### src/rtl/rotary_input.sv
`default_nettype none
// ============================================================================
//  Module   : rotary_input
//  Purpose  : Quadrature rotary encoder front end. Synchronizes and debounces
//             both phases, decodes full detents, queues them in a saturating
//             signed counter and releases at most one step per video frame
//             as the 2-bit rotate_out command.
//  Options  : ROTARY_DEBOUNCE_EN - when defined, each synchronized line is
//             filtered by a DEBOUNCE_CYCLES persistence counter; otherwise
//             the synchronized value feeds the detent decoder directly.
//  Revision : 1.0 - initial release
// ============================================================================
module rotary_input #(
  parameter int DEBOUNCE_CYCLES = 74250,
  parameter int ACTIVE_V        = 720
) (
  input  logic        clk,
  input  logic        rst,
  input  logic        enc_a_in,
  input  logic        enc_b_in,
  input  logic [10:0] hcount_in,
  input  logic [9:0]  vcount_in,
  output logic [1:0]  rotate_out
);

  localparam logic [9:0] C_ACTIVE_V = 10'(ACTIVE_V);

  // Detent decoder states; CW path walks AB 01,00,10,11 and CCW 10,00,01,11
  typedef enum logic [2:0] {
    ST_REST = 3'd0,
    ST_CW1  = 3'd1,
    ST_CW2  = 3'd2,
    ST_CW3  = 3'd3,
    ST_CCW1 = 3'd4,
    ST_CCW2 = 3'd5,
    ST_CCW3 = 3'd6
  } state_t;

  // Bit 1 carries phase A, bit 0 carries phase B throughout
  logic [1:0]        w_raw;
  logic [1:0]        r_meta;
  logic [1:0]        r_sync;
  logic [1:0]        w_filt;
  state_t            r_state;
  logic              r_cw_evt;
  logic              r_ccw_evt;
  logic              w_strobe;
  logic signed [3:0] r_net;
  logic signed [4:0] w_net_sum;
  logic signed [3:0] w_net_next;
  logic [1:0]        r_rotate;

  assign w_raw = {enc_a_in, enc_b_in};

  // Two-flop synchronizer; lines idle high so reset to 1
  always_ff @(posedge clk or posedge rst) begin
    if (rst) begin
      r_meta <= 2'b11;
      r_sync <= 2'b11;
    end else begin
      r_meta <= w_raw;
      r_sync <= r_meta;
    end
  end

`ifdef ROTARY_DEBOUNCE_EN
  localparam int C_CNT_W = (DEBOUNCE_CYCLES > 1) ? $clog2(DEBOUNCE_CYCLES) : 1;
  localparam logic [C_CNT_W-1:0] C_CNT_LAST = C_CNT_W'(DEBOUNCE_CYCLES - 1);

  for (genvar gi = 0; gi < 2; gi++) begin : g_debounce
    logic [C_CNT_W-1:0] r_cnt;
    logic               r_filt;

    // Flip the filtered value only after DEBOUNCE_CYCLES consecutive disagreeing cycles
    always_ff @(posedge clk or posedge rst) begin
      if (rst) begin
        r_cnt  <= '0;
        r_filt <= 1'b1;
      end else if (r_sync[gi] == r_filt) begin
        r_cnt <= '0;
      end else if (r_cnt == C_CNT_LAST) begin
        r_filt <= r_sync[gi];
        r_cnt  <= '0;
      end else begin
        r_cnt <= r_cnt + C_CNT_W'(1);
      end
    end

    assign w_filt[gi] = r_filt;
  end
`else
  assign w_filt = r_sync;
`endif

  // Detent decoder: track the Gray sequence and pulse an event when a detent completes
  always_ff @(posedge clk or posedge rst) begin
    if (rst) begin
      r_state   <= ST_REST;
      r_cw_evt  <= 1'b0;
      r_ccw_evt <= 1'b0;
    end else begin
      r_cw_evt  <= 1'b0;
      r_ccw_evt <= 1'b0;
      case (r_state)
        ST_REST: begin
          case (w_filt)
            2'b01:   r_state <= ST_CW1;
            2'b10:   r_state <= ST_CCW1;
            default: r_state <= ST_REST;
          endcase
        end
        ST_CW1: begin
          case (w_filt)
            2'b00:   r_state <= ST_CW2;
            2'b01:   r_state <= ST_CW1;
            default: r_state <= ST_REST;
          endcase
        end
        ST_CW2: begin
          case (w_filt)
            2'b10:   r_state <= ST_CW3;
            2'b01:   r_state <= ST_CW1;
            2'b00:   r_state <= ST_CW2;
            default: r_state <= ST_REST;
          endcase
        end
        ST_CW3: begin
          case (w_filt)
            2'b11: begin
              r_state  <= ST_REST;
              r_cw_evt <= 1'b1;
            end
            2'b00:   r_state <= ST_CW2;
            2'b10:   r_state <= ST_CW3;
            default: r_state <= ST_REST;
          endcase
        end
        ST_CCW1: begin
          case (w_filt)
            2'b00:   r_state <= ST_CCW2;
            2'b10:   r_state <= ST_CCW1;
            default: r_state <= ST_REST;
          endcase
        end
        ST_CCW2: begin
          case (w_filt)
            2'b01:   r_state <= ST_CCW3;
            2'b10:   r_state <= ST_CCW1;
            2'b00:   r_state <= ST_CCW2;
            default: r_state <= ST_REST;
          endcase
        end
        ST_CCW3: begin
          case (w_filt)
            2'b11: begin
              r_state   <= ST_REST;
              r_ccw_evt <= 1'b1;
            end
            2'b00:   r_state <= ST_CCW2;
            2'b01:   r_state <= ST_CCW3;
            default: r_state <= ST_REST;
          endcase
        end
        default: r_state <= ST_REST;
      endcase
    end
  end

  assign w_strobe = (hcount_in == 11'd0) && (vcount_in == C_ACTIVE_V);

  // Next queue value: consume one step toward zero on strobe (pre-event net), add event, saturate
  always_comb begin
    w_net_sum = {r_net[3], r_net};
    if (w_strobe) begin
      if (r_net > 4'sd0) begin
        w_net_sum = w_net_sum - 5'sd1;
      end else if (r_net < 4'sd0) begin
        w_net_sum = w_net_sum + 5'sd1;
      end
    end
    if (r_cw_evt) begin
      w_net_sum = w_net_sum + 5'sd1;
    end
    if (r_ccw_evt) begin
      w_net_sum = w_net_sum - 5'sd1;
    end
    if (w_net_sum > 5'sd7) begin
      w_net_next = 4'sd7;
    end else if (w_net_sum < -5'sd7) begin
      w_net_next = -4'sd7;
    end else begin
      w_net_next = w_net_sum[3:0];
    end
  end

  // Queue register and per-frame command, which holds between strobes
  always_ff @(posedge clk or posedge rst) begin
    if (rst) begin
      r_net    <= 4'sd0;
      r_rotate <= 2'b00;
    end else begin
      r_net <= w_net_next;
      if (w_strobe) begin
        if (r_net > 4'sd0) begin
          r_rotate <= 2'b01;
        end else if (r_net < 4'sd0) begin
          r_rotate <= 2'b10;
        end else begin
          r_rotate <= 2'b00;
        end
      end
    end
  end

  assign rotate_out = r_rotate;

endmodule
`default_nettype wire

### config.mk
export PLATFORM = sky130hd
export DESIGN_NAME = rotary_input
export DESIGN_NICKNAME = d
export VERILOG_FILES = /design/src/rtl/rotary_input.sv
export SDC_FILE = /design/constraint.sdc
export NUM_CORES = 1
export LEC_CHECK = 0
export ABC_AREA = 1
export BUFFER_PORTS_ARGS = -buffer_cell sky130_fd_sc_hd__buf_2
export CORE_ASPECT_RATIO = 0.6
export CORE_UTILIZATION = 49
export CTS_BUF_LIST = sky130_fd_sc_hd__clkbuf_8 sky130_fd_sc_hd__clkbuf_16
export DETAILED_ROUTE_END_ITERATION = 10
export HOLD_SLACK_MARGIN = 0.05
export PLACE_DENSITY_LB_ADDON = 0.08
export SETUP_SLACK_MARGIN = 0.2
export SLEW_MARGIN = 20
export SYNTH_ARGS = -nofsm -noshare
export SYNTH_HDL_FRONTEND = slang
export SYNTH_SLANG_ARGS = --single-unit
### constraint.sdc
create_clock -name clk -period 8.6 [get_ports clk]
set_clock_uncertainty 0.15 [all_clocks]
set_input_delay 1.72 -clock clk [delete_from_list [all_inputs] [get_ports clk]]
set_output_delay 1.72 -clock clk [all_outputs]
set_load 0.03 [all_outputs]
Word level (Yosys, flattened, before mapping)

Index checks and enable logic that the tools add are counted.

Flip-flop bits (word level): 15
Input port bits: 25
Output and inout port bits: 2
Word-level logic and storage cells: 49

$add $sub $neg: 4
Order comparisons: 4
Equality and inequality tests: 10
Muxes and demuxes: 20
Reduce and logical (&&, ||, !) cells: 4

Operator list:

| kind                                                                         | number |
|---|---|
| 5-bit two-way mux                                                            | 5 |
| 3-bit case mux with 7 select lines                                           | 1 |
| 3-bit case mux with 2 select lines                                           | 3 |
| 11-bit logical NOT                                                           | 1 |
| 10-bit == test, second input constant                                        | 1 |
| 3-bit == test, second input constant                                         | 3 |
| 3-bit case mux with 3 select lines                                           | 1 |
| 4-bit two-way mux                                                            | 2 |
| 2-bit case mux with 2 select lines                                           | 2 |
| 3-bit by 2-bit == test with 1-bit output, second input constant              | 2 |
| 2-bit case mux with 3 select lines                                           | 1 |
| 4-bit by 2-bit adder with 5-bit output, second input constant                | 1 |
| 5-bit by 2-bit adder with 5-bit output, second input constant                | 1 |
| 5-bit by 4-bit > comparator with 1-bit output, second input constant         | 1 |
| 5-bit by 4-bit less-than comparator with 1-bit output, second input constant | 1 |
| 4-bit by 2-bit subtractor with 5-bit output, second input constant           | 1 |
| 5-bit by 2-bit subtractor with 5-bit output, second input constant           | 1 |
| 2-bit == test, second input constant                                         | 2 |
| 4-bit by 1-bit > comparator with 1-bit output, second input constant         | 1 |
| 4-bit by 1-bit less-than comparator with 1-bit output, second input constant | 1 |
| 2-bit two-way mux                                                            | 2 |
| 3-bit by 1-bit == test with 1-bit output, second input constant              | 1 |
| 3-bit logical NOT                                                            | 1 |
| 1-bit two-way mux                                                            | 3 |
| 3 further kinds                                                              | 3 |

Logic depth before layout (Yosys ltp)

Depth in word-level cells: 11
Mapped depth: 24
Depth with buffers taken out: 24

Worst setup path after synthesis

OpenSTA, ideal clock, no wires.

Path kind: input to register
From: input port hcount_in[3]
To: register r_net[0]
Setup time: 0.122 ns
Arrival time: 3.737 ns
Setup slack: 4.591 ns
Cell stages on the path: 21
Cells stage by stage: nor2_1 -> nand2_1 -> nor2_1 -> nand2_1 -> nor2_4 -> nand2_1 -> nand2_1 -> inv_1 -> ha_1 -> or2_2 -> nand2_2 -> ha_1 -> nand2_1 -> inv_1 -> nand2_1 -> clkinv_1 -> nand4_1 -> nand2_2 -> inv_1 -> nand2_2 -> nand3_2

Cells in the longest elaborated chain, start to end: 10
Elaborated cells between the ends (all ways): 11
Those cells by class: add/sub: 2; order compare: 2; mux: 5; reduce/logical: 2

RTL lines:

| element                                               | line | text |
|---|---|---|
| start: declaration                                    | 21   | `input logic [10:0] hcount_in,` |
| 11-bit logical NOT (*)                                | 169  | `assign w_strobe = (hcount_in == 11'd0) && (vcount_in == C_ACTIVE_V);` |
| 1-bit logical AND (*)                                 | 169  |  |
| 5-bit two-way mux (*)                                 | 174  | `if (w_strobe) begin` |
| 5-bit by 2-bit adder with 5-bit output                | 182  | `w_net_sum = w_net_sum + 5'sd1;` |
| 5-bit two-way mux (*)                                 | 181  | `if (r_cw_evt) begin` |
| 5-bit by 2-bit subtractor with 5-bit output           | 185  | `w_net_sum = w_net_sum - 5'sd1;` |
| 5-bit two-way mux (*)                                 | 184  | `if (r_ccw_evt) begin` |
| 5-bit by 4-bit less-than comparator with 1-bit output | 189  | `end else if (w_net_sum < -5'sd7) begin` |
| 4-bit two-way mux                                     | 189  |  |
| 4-bit two-way mux (*)                                 | 187  | `if (w_net_sum > 5'sd7) begin` |
| named net w_net_next[0]                               | 50   | `logic signed [3:0] w_net_next;` |
| end signal: assignment                                | 202  | `r_net <= w_net_next;` |
| end: declaration                                      | 48   | `logic signed [3:0] r_net;` |

The timed path passes the listed nets; every way through them passes the cells marked *.
A chain may end at the register's enable or synchronous reset.

Worst setup path in the final report

From: input port hcount_in[3]
To: register r_net[2]

Same word-level chain as after synthesis.

==> results by group <==
Power
  • VDD IR max: 0.1213 mV
  • Pleak: 0.9240 nW
  • Power Density: 171.4 mW/mm^2
  • Power, Total: 0.0002774 W

Worst setup path
  • Reg-to-Reg Start: r_net[0]
  • Slowest stage delay, CP: 0.30 ns
  • CP most frequent cell: nand2_1
  • Worst setup path category: primary input to register
  • Crit path DAT: 4.14 ns
  • CP cell instances: buf_2, nor2_1, nand2_1, nor2_1, nand2_1, nor2_4, nand2_1, nand2_1, inv_1, ha_1, or2_2, nand2_2, ha_1, nand2_1, inv_1, nand2_1, clkinv_1, nand4_1, nand2_2, inv_1, nand2_2, nand2_1
  • Startpoint Class: primary input
  • Worst EP required: 8.58 ns
  • Crit path max-delay cell type: or2_2
  • Reg-to-reg endpoint: r_net[2]
  • R2r setup slk: 5.31 ns
  • Setup crit end kind: register
  • R2R depth: 21
  • Crit path max fanout: 5

Timing
  • Fin. Hold Viols: 0
  • Setup TNS: 0 ns
  • Slew Viols, Final: 0
  • Fmax: 0.2400 GHz
  • Setup Viol. Count Final: 0
  • Worst Tran Pin Value: 0.5361 ns
  • Slew margin rel.: 64.22%
  • RSZ-0062 raised after global routing: no
  • Min cycle time layout: 4.167 ns
  • Period utilisation layout: 48.46%

Die
  • Die area: 0.003111 mm^2
  • Ports: 27
  • Row count: 14
  • Initial core utilization: 54.17%
  • Die Y: 43.61 um
  • Core Region: 0.002610 mm^2
  • Die W: 71.35 um

Hold path
  • WHS Path Cells: 0
  • Hold Startpoint: r_meta[0]
  • Hold Path End: r_sync[0]
  • Worst hold path class: register to register

CTS
  • CTS Buffer Depth: 2
  • CTS Hold Bufs: 0
  • Total CTS buffers: 3
  • Clock slew at reported path FFs: 0.06 ns
  • Post-CTS repair timing setup buffer count: 0
  • H-tree depth: 1
  • Root Buffer: clkbuf_8
  • CTS tree: yes
  • Clock latency at the later pin of the worst-skew pair: 0.24 ns
  • CTS sink cnt: 15
  • Resize count post-CTS: 0

Logic synthesis
  • Number of synthesized flops with an enable pin: 0
  • Yosys top cell by area: dfrtp_1
  • Flops & latches, synth: 15
  • Sequential area share after synthesis: 26.90%
  • Asr flop ratio synth: 100.0%
  • Mapped Area: 0.001414 mm^2
  • Synth cell types: 28
  • Top cell type's share of synthesized area: 19.47%
  • Ys Warns: 0
  • Mapped Cells: 220
  • Avg Inst Size Synth: 6.427 um^2
  • Largest cells by area after synthesis: dfrtp_1 (19%), nand2_1 (17%), inv_1 (11%)
  • Synth Flop Type: dfrtp_1
  • Synth Net Count: 257

Global routing
  • GRT Util Overall: 21.83%
  • Initial antenna violation count: 0
  • Grt total ovfl: 0
  • Vias in the first global route: 1125
  • Pin count of the biggest net entering global routing: 16
  • Global-route wire length before repair: 5140 um

Layout
  • Fin nets: 286
  • Area grow syn2layout: 14.51%
  • Final std cells w/o fill: 280
  • Most common cell after layout, fill and taps aside: nand2_1
  • Most frequent cells in the layout: nand2_1 (64), inv_1 (41), buf_2 (26)
  • Number of diodes: 0
  • Share of post-route cells with drive strength above 1: 23.39%
  • Post-Layout Inst Area: 0.001619 mm^2

Routing
  • Vias: 1354
  • DRC Markers: 0
  • Iter 0 DRT Violations: 71
  • Total Wirelength: 2999 um
  • Vias/cell: 4.836
  • Wire length per cell: 10.71 um
  • ANT nets after route: 0
  • Total iterations of the first detailed-routing run: 4

Placed design
  • Placed cell count: 276
  • Port bufs: 26
  • Placed Area: 0.001573 mm^2
  • DP HPWL: 2478 um
  • Placer Congestion: 0.8399

Run
  • Max_cap viols: 0

Run status
  • Status: finished clean
[layer usage]
layer | vias to the layer above | share of wire (%) | track usage [%]
li1 | 736 | - | -
met1 | 578 | 61 | 37.06
met2 | 37 | 33 | 26.67
met3 | 3 | 5.1 | 6.047
met4 | 0 | 0.73 | 2.400
met5 | - | 0 | 0
[state kept, by name (all words and copies together), names as in the netlist]
name,cells
r_cw_evt,1
rotate_out,2
r_ccw_evt,1
r_meta,2
r_sync,2
r_state,3
r_net,4
[kinds of logic after synthesis]
kind of cell             count (synthesis)  share of synthesized area (%)
XOR/XNOR                                 1                         0.6196
AND/OR/NAND/NOR                        132                          43.36
flip-flops                              15                          26.90
buffers and inverters                   48                          13.01
adder cells (fa/ha/maj)                 12                          10.62
AO/OA/AOI/OAI                           12                          5.487
[worst max path at each step]
stage | start | end | slack, ns
after global routing | hcount_in[3] | r_net[2] | 4.14
after detailed placement | hcount_in[7] | r_net[2] | 4.22
after global placement | hcount_in[3] | r_net[2] | 4.25
after floorplan | hcount_in[3] | r_net[0] | 4.59
after CTS | hcount_in[7] | r_net[2] | 4.46
final | hcount_in[3] | r_net[2] | 4.43
[cells in the mapped netlist (2+ instances only)]
library cell   n
nor2_2         5
nor2_1        16
dfstp_2        4
nand3_1       20
ha_1          12
nand4_1        7
nand2_2        9
inv_1         41
nand2_1       64
or2_2          2
o21ai_0        6
clkinv_1       2
nor3_1         3
nand3_2        2
dfrtp_1       11
o21ai_1        2
inv_2          3
[where the power goes]
part / internal [W] / switching, W / total, W / leakage, nW
Clock: 0.0000320 / 0.0000241 / 0.0000561 / 0.0255
Combinational: 0.0000423 / 0.0000780 / 0.000120 / 0.717
Sequential: 0.0000831 / 0.0000180 / 0.000101 / 0.182
[layout make-up]
type / instances / area (um^2)
timing repair buffer: 26 / 130.1
tap: 32 / 40.04
inverter: 46 / 172.7
sequential: 15 / 380.4
clock inverter: 1 / 5.005
multi-input combinational: 157 / 849.6
fill: 250 / 991.0
clock buffer: 3 / 41.29
[worst max-delay path, delay by kind of cell]
family / cells / cell delay (ns)
buf+inv: 5 / 0.33
simple gates: 15 / 1.68
fa+ha+maj: 2 / 0.41
[stage by stage]
stage	setup WS [ns]	utilization, %	hold slack (ns)
finish	4.433	62.03	0.2049
global route	4.143	62.03	0.2066
CTS	4.458	62.03	0.2065
detailed placement	4.223	60.26	0.1973
global placement	4.247	60.26	0.1963
floorplan	4.591	-	0.1952
(Power assumes the default switching activity.)
